==> src/rtl/mdu_seq_ctrl.sv <==
// Multi-cycle M-extension multiply/divide sequencer sharing one radix-2 shift/add-subtract datapath.
// Define MDU_DIV_EN to build the restoring divider; without it div/rem ops return 0 at the same latency.
module mdu_seq_ctrl #(
    parameter int unsigned WIDTH = 32
) (
    input  logic             clk,
    input  logic             rst_n,
    input  logic             req_valid,
    output logic             req_ready,
    input  logic [2:0]       req_op,
    input  logic [WIDTH-1:0] req_a,
    input  logic [WIDTH-1:0] req_b,
    input  logic             flush,
    output logic             resp_valid,
    input  logic             resp_ready,
    output logic [WIDTH-1:0] resp_y,
    output logic             busy
);
    localparam int unsigned ACC_W = 2 * WIDTH;
    localparam int unsigned CNT_W = $clog2(WIDTH);

    typedef enum logic [1:0] {
        S_IDLE,
        S_CALC,
        S_FIX,
        S_DONE
    } state_e;

    state_e           state_q, state_d;
    logic [2:0]       op_q, op_d;
    logic             neg_q, neg_d;
    logic [WIDTH-1:0] opnd_q, opnd_d;
    logic [ACC_W-1:0] acc_q, acc_d;
    logic [CNT_W-1:0] cnt_q, cnt_d;
    logic [WIDTH-1:0] resp_y_q, resp_y_d;
    logic             resp_valid_q;
    logic             busy_q;
`ifdef MDU_DIV_EN
    logic             rneg_q, rneg_d;
    logic             bzero_q, bzero_d;
    logic [WIDTH-1:0] a_q, a_d;
    logic [WIDTH:0]   div_shift;
    logic [WIDTH:0]   div_diff;
    logic [ACC_W-1:0] div_next;
    logic [WIDTH-1:0] quo_fix;
    logic [WIDTH-1:0] rem_fix;
`endif
    logic             accept;
    logic             a_sgn;
    logic             b_sgn;
    logic [WIDTH-1:0] a_mag;
    logic [WIDTH-1:0] b_mag;
    logic [WIDTH:0]   mul_sum;
    logic [ACC_W-1:0] mul_next;
    logic [ACC_W-1:0] prod;
    logic [WIDTH-1:0] mul_res;

    assign req_ready = (state_q == S_IDLE) && !flush;
    assign accept    = req_valid && req_ready;

    // Operand signedness: DIV/REM both signed; MULH both; MULHSU rs1 only; MUL/MULHU/DIVU/REMU none
    assign a_sgn = req_a[WIDTH-1] & (req_op[2] ? ~req_op[0] : (req_op[1] ^ req_op[0]));
    assign b_sgn = req_b[WIDTH-1] & (req_op[2] ? ~req_op[0] : (req_op[1:0] == 2'b01));
    assign a_mag = a_sgn ? (WIDTH'(0) - req_a) : req_a;
    assign b_mag = b_sgn ? (WIDTH'(0) - req_b) : req_b;

    // Multiply step: acc = {partial, multiplier}; add multiplicand on LSB, shift right
    assign mul_sum  = {1'b0, acc_q[ACC_W-1:WIDTH]} + {1'b0, (acc_q[0] ? opnd_q : WIDTH'(0))};
    assign mul_next = {mul_sum, acc_q[WIDTH-1:1]};

    assign prod    = neg_q ? (ACC_W'(0) - acc_q) : acc_q;
    assign mul_res = (op_q[1:0] == 2'b00) ? prod[WIDTH-1:0] : prod[ACC_W-1:WIDTH];

`ifdef MDU_DIV_EN
    // Restoring divide step: acc = {remainder, dividend/quotient}; MIN_INT/-1 falls out of the magnitudes
    assign div_shift = acc_q[ACC_W-1:WIDTH-1];
    assign div_diff  = div_shift - {1'b0, opnd_q};
    assign div_next  = div_diff[WIDTH] ? {div_shift[WIDTH-1:0], acc_q[WIDTH-2:0], 1'b0}
                                       : {div_diff[WIDTH-1:0],  acc_q[WIDTH-2:0], 1'b1};
    assign quo_fix   = neg_q  ? (WIDTH'(0) - acc_q[WIDTH-1:0]) : acc_q[WIDTH-1:0];
    assign rem_fix   = rneg_q ? (WIDTH'(0) - acc_q[ACC_W-1:WIDTH]) : acc_q[ACC_W-1:WIDTH];
`endif

    always_comb begin
        state_d  = state_q;
        op_d     = op_q;
        neg_d    = neg_q;
        opnd_d   = opnd_q;
        acc_d    = acc_q;
        cnt_d    = cnt_q;
        resp_y_d = resp_y_q;
`ifdef MDU_DIV_EN
        rneg_d   = rneg_q;
        bzero_d  = bzero_q;
        a_d      = a_q;
`endif
        case (state_q)
            S_IDLE: begin
                if (accept) begin
                    state_d = S_CALC;
                    op_d    = req_op;
                    neg_d   = a_sgn ^ b_sgn;
                    cnt_d   = '0;
                    if (req_op[2]) begin
                        acc_d  = {WIDTH'(0), a_mag};
                        opnd_d = b_mag;
                    end else begin
                        acc_d  = {WIDTH'(0), b_mag};
                        opnd_d = a_mag;
                    end
`ifdef MDU_DIV_EN
                    rneg_d  = a_sgn;
                    bzero_d = (req_b == '0);
                    a_d     = req_a;
`endif
                end
            end
            S_CALC: begin
                cnt_d = cnt_q + CNT_W'(1);
`ifdef MDU_DIV_EN
                acc_d = op_q[2] ? div_next : mul_next;
`else
                acc_d = mul_next;
`endif
                if (cnt_q == CNT_W'(WIDTH - 1)) begin
                    state_d = S_FIX;
                end
            end
            S_FIX: begin
                state_d = S_DONE;
`ifdef MDU_DIV_EN
                if (!op_q[2]) begin
                    resp_y_d = mul_res;
                end else if (bzero_q) begin
                    resp_y_d = op_q[1] ? a_q : '1;
                end else begin
                    resp_y_d = op_q[1] ? rem_fix : quo_fix;
                end
`else
                resp_y_d = op_q[2] ? WIDTH'(0) : mul_res;
`endif
            end
            S_DONE: begin
                if (resp_ready) begin
                    state_d = S_IDLE;
                end
            end
            default: state_d = S_IDLE;
        endcase
        if (flush && (state_q != S_IDLE)) begin
            state_d = S_IDLE;
        end
    end

    always_ff @(posedge clk or negedge rst_n) begin
        if (!rst_n) begin
            state_q      <= S_IDLE;
            op_q         <= '0;
            neg_q        <= 1'b0;
            opnd_q       <= '0;
            acc_q        <= '0;
            cnt_q        <= '0;
            resp_y_q     <= '0;
            resp_valid_q <= 1'b0;
            busy_q       <= 1'b0;
`ifdef MDU_DIV_EN
            rneg_q       <= 1'b0;
            bzero_q      <= 1'b0;
            a_q          <= '0;
`endif
        end else begin
            state_q      <= state_d;
            op_q         <= op_d;
            neg_q        <= neg_d;
            opnd_q       <= opnd_d;
            acc_q        <= acc_d;
            cnt_q        <= cnt_d;
            resp_y_q     <= resp_y_d;
            resp_valid_q <= (state_d == S_DONE);
            busy_q       <= (state_d != S_IDLE);
`ifdef MDU_DIV_EN
            rneg_q       <= rneg_d;
            bzero_q      <= bzero_d;
            a_q          <= a_d;
`endif
        end
    end

    assign resp_valid = resp_valid_q;
    assign resp_y     = resp_y_q;
    assign busy       = busy_q;

endmodule

==> config.mk <==
export PLATFORM = sky130hd
export DESIGN_NAME = mdu_seq_ctrl
export DESIGN_NICKNAME = d
export VERILOG_FILES = /design/src/rtl/mdu_seq_ctrl.sv
export SDC_FILE = /design/constraint.sdc
export NUM_CORES = 1
export LEC_CHECK = 0
export CORE_MARGIN = 3
export CORE_UTILIZATION = 49
export CTS_CLUSTER_DIAMETER = 200
export DETAILED_ROUTE_END_ITERATION = 8
export PLACE_DENSITY = 0.7
export SLEW_MARGIN = 20
export SYNTH_ARGS = -nofsm -noshare
export SYNTH_HDL_FRONTEND = slang
export SYNTH_SLANG_ARGS = --single-unit
==> constraint.sdc <==
create_clock -name clk -period 9.95 [get_ports clk]
set_clock_uncertainty 0.05 [all_clocks]
set_input_delay 2.985 -clock clk [delete_from_list [all_inputs] [get_ports clk]]
set_output_delay 2.985 -clock clk [all_outputs]
set_load 0.01 [all_outputs]
==> run summary <==
sequential power share: 34.9%
vias in the first global route: 9474
final setup vio count: 0
CORE AREA: 0.02122 mm²
Setup Fix Bufs, Post-CTS: 0
grt met3 use: 4.503%
Worst Hold Path Cells: 2
dpl hpwl: 25.51 mm
clock sinks: 141
global-route usage over all layers: 28.53%
port bufs: 106
GP Congestion: 0.9765
number of flops mapped to enable cells by yosys: 0
P_leak: 5.181 nW
initial core utilization: 50.44%
post-place setup slack: 2.540 ns
Clock power frac: 24.3%
WL/cell: 20.32 µm
status: complete, no violations
syn_area_per_cell: 8.133 µm²
Worst-path clk slew: 0.06 ns
Min Clock Period, post-route: 7.414 ns
drt pass-1 iters: 6
via count: 10210
critical path capture point type: primary output
Final ANT Viol Nets: 0
DR DRC count: 0
routed wire length: 33.72 mm
Sw Share: 42.89%
total internal power: 1.555 mW
register area share after synthesis: 32.97%
Net count, final: 1482
max_cap viols: 0
clk buf depth: 2
Synth Flop Type: dfrtp_1
min-delay src: opnd_q[13]
crit path max fanout: 4
sw power: 1.168 mW
Slew Viols, Final: 0
met2 Use GR: 42.85%
power share of the combinational group: 40.7%
HP Class: flip-flop to flip-flop
later-pin clock latency in the skew report: 0.44 ns
Synth-to-Final Area Change: 17.04%
slew margin rel.: 35.88%
Synth warnings: 0
CTS tree: done
H-tree Lvls: 4
Mapped Cells: 1316
antenna cell count: 0
Vias per Instance: 6.151
critical path type: input pin to primary output
worst reg2reg path depth: 12
# IOs: 107
total CTS buffers: 17
Final Hold Viols: 0
Worst Path Arrival: 4.38 ns
fill cell count: 1971
row count: 53
CP Launch Type: input pin
die area: 0.02365 mm²
setup ws final: 2.536 ns
startpoint of the worst register-to-register path: acc_q[0]
initial antenna violation count: 0
syn nets: 1427
Yosys cell types: 68
Worst-Margin Slew: 0.9617 ns
clk root buf: clkbuf_16
Synth Cell Area: 0.01070 mm²
multi-input logic area: 0.006788 mm²
Power Density: 217.3 mW/mm²
fin crit share: 74.51%
storage element area: 0.003530 mm²
hold_buf cts: 0
layout cells sized above 1: 5.564%
Required @ worst endpoint: 6.92 ns
number of synthesized register bits: 141
M1 GR Usage: 42.06%
Final TNS setup: 0 ns
CP startpoint: flush
grt total ovfl: 0
Die W: 153.8 µm
Post-synth ARST share: 100.0%
die boundary height: 153.8 µm
FMAX: 134.9 MHz
DRT iter0 DRCs: 735
Max VDD drop: 0.09995 mV
largest net degree at the start of global routing: 98
post-CTS resize count: 0
most utilized layer in the global route result: met2
RSZ-0062 raised after global routing: no
first-pass GRT wire length: 53.43 mm
[Yosys cell counts (9+ instances only)]
master	count	share of area [%]
nor4_1	12	0.70
mux2i_1	9	0.84
dfrtp_1	141	33
a21o_1	20	1.4
nand4_1	10	0.58
a31oi_1	16	0.94
a21oi_1	81	3.8
nand2_1	164	5.8
clkbuf_1	73	2.6
or4_1	18	1.3
a22oi_1	39	2.7
xor2_1	85	7.0
o31ai_1	32	2.2
or3_1	15	0.88
nor2_1	78	2.7
xnor2_1	56	4.6
nand3_1	25	1.2
o41ai_1	13	1.1
o221ai_1	21	1.7
inv_1	22	0.77
and2_1	35	2.0
or2_2	16	0.94
ha_1	38	4.4
o21ai_0	169	7.9
nand2b_1	9	0.53
nor3_1	19	0.89
[critical path, stage by stage]
cell and delay (ns):
clkdlybuf4s50_1 0.46, nor3_1 0.32, clkdlybuf4s50_1 0.61
[through the flow]
step	hold slack [ns]	power [mW]	util (%)	instances	instance area, µm²
2_1_floorplan	0.3920	1.635	-	1316	10700
5_1_grt	0.4525	2.894	59.03	1659	12530
6_report	0.4319	2.723	59.03	1659	12530
3_5_place_dp	0.4203	2.043	56.10	1626	11900
4_1_cts	0.4356	2.710	58.94	1658	12510
3_3_place_gp	0.4061	2.023	55.96	1625	11870
[per-layer routing]
| metal | wire length, µm | part of all wire, % |
|---|---|---|
| met5 | 0 | 0 |
| met4 | 963 | 2.9 |
| met3 | 2498 | 7.4 |
| met2 | 14820 | 44 |
| met1 | 15430 | 46 |
[area by class of cell]
type / instances / area share [%]
Clock inverter: 14 / 1.308
Multi-Input combinational cell: 1071 / 54.19
Clock buffer: 18 / 3.506
Tap cell: 275 / 2.747
Sequential cell: 141 / 28.18
Inverter: 22 / 0.6592
Timing Repair Buffer: 118 / 9.419
[power groups by stage]
stage	sequential, mW	combinational (mW)	clock, mW
3_5_place_dp	0.955	1.09	0
5_1_grt	0.976	1.22	0.698
2_1_floorplan	0.873	0.762	0
6_report	0.951	1.11	0.663
3_3_place_gp	0.949	1.07	0
4_1_cts	0.945	1.09	0.671
[cells by family (layout without fill, tap and decap cells)]
family                     Yosys count  in the layout  synth area share (%)
buffers and inverters              104            172                 3.753
adders and majority gates           39             39                 4.629
and+or+nand+nor                    432            432                 19.82
AOI/OAI and AO/OA                  450            450                 26.46
muxes                                9              9                0.8417
xor gates and xnor gates           141            141                 11.54
DFF                                141            141                 32.97
[cell usage in the layout (no fill, tap or decap), types with 4 or more instances in the layout]
cell / n
o21ai_0: 169
nand2_1: 163
dfrtp_1: 140
clkdlybuf4s50_1: 104
xor2_1: 85
a21oi_1: 81
nor2_1: 76
xnor2_1: 56
a22oi_1: 39
ha_1: 38
and2_1: 35
o31ai_1: 32
nand3_1: 25
inv_1: 22
o221ai_1: 21
a21o_1: 20
nor3_1: 19
or4_1: 18
clkbuf_16: 17
or2_2: 16
a31oi_1: 16
or3_1: 15
o41ai_1: 13
nor4_1: 12
nand4_1: 10
buf_4: 10
nand2b_1: 9
mux2i_1: 9
and3_1: 8
a211oi_1: 8
a22o_1: 7
inv_6: 7
o211ai_1: 5
inv_8: 5
a41oi_1: 4
[path summary, 6_finish.rpt]
check	endpoint	slack [ns]
worst max-delay path	req_ready	2.54
worst min-delay path	opnd_q[13]	0.43
worst max register to register	acc_q[63]	5.83
worst min register to register	opnd_q[13]	0.43
max in group asynchronous	acc_q[22]	6.21
min in group asynchronous	resp_y[8]	2.47
[flip-flops by register name, summed over array words and instances (netlist names)]
| signal | cells |
|---|---|
| resp_valid | 1 |
| state_q | 2 |
| opnd_q | 32 |
| acc_q | 64 |
| op_q | 3 |
| neg_q | 1 |
| resp_y | 32 |
| busy | 1 |
| cnt_q | 5 |
Power figures use the tool's default switching activity.
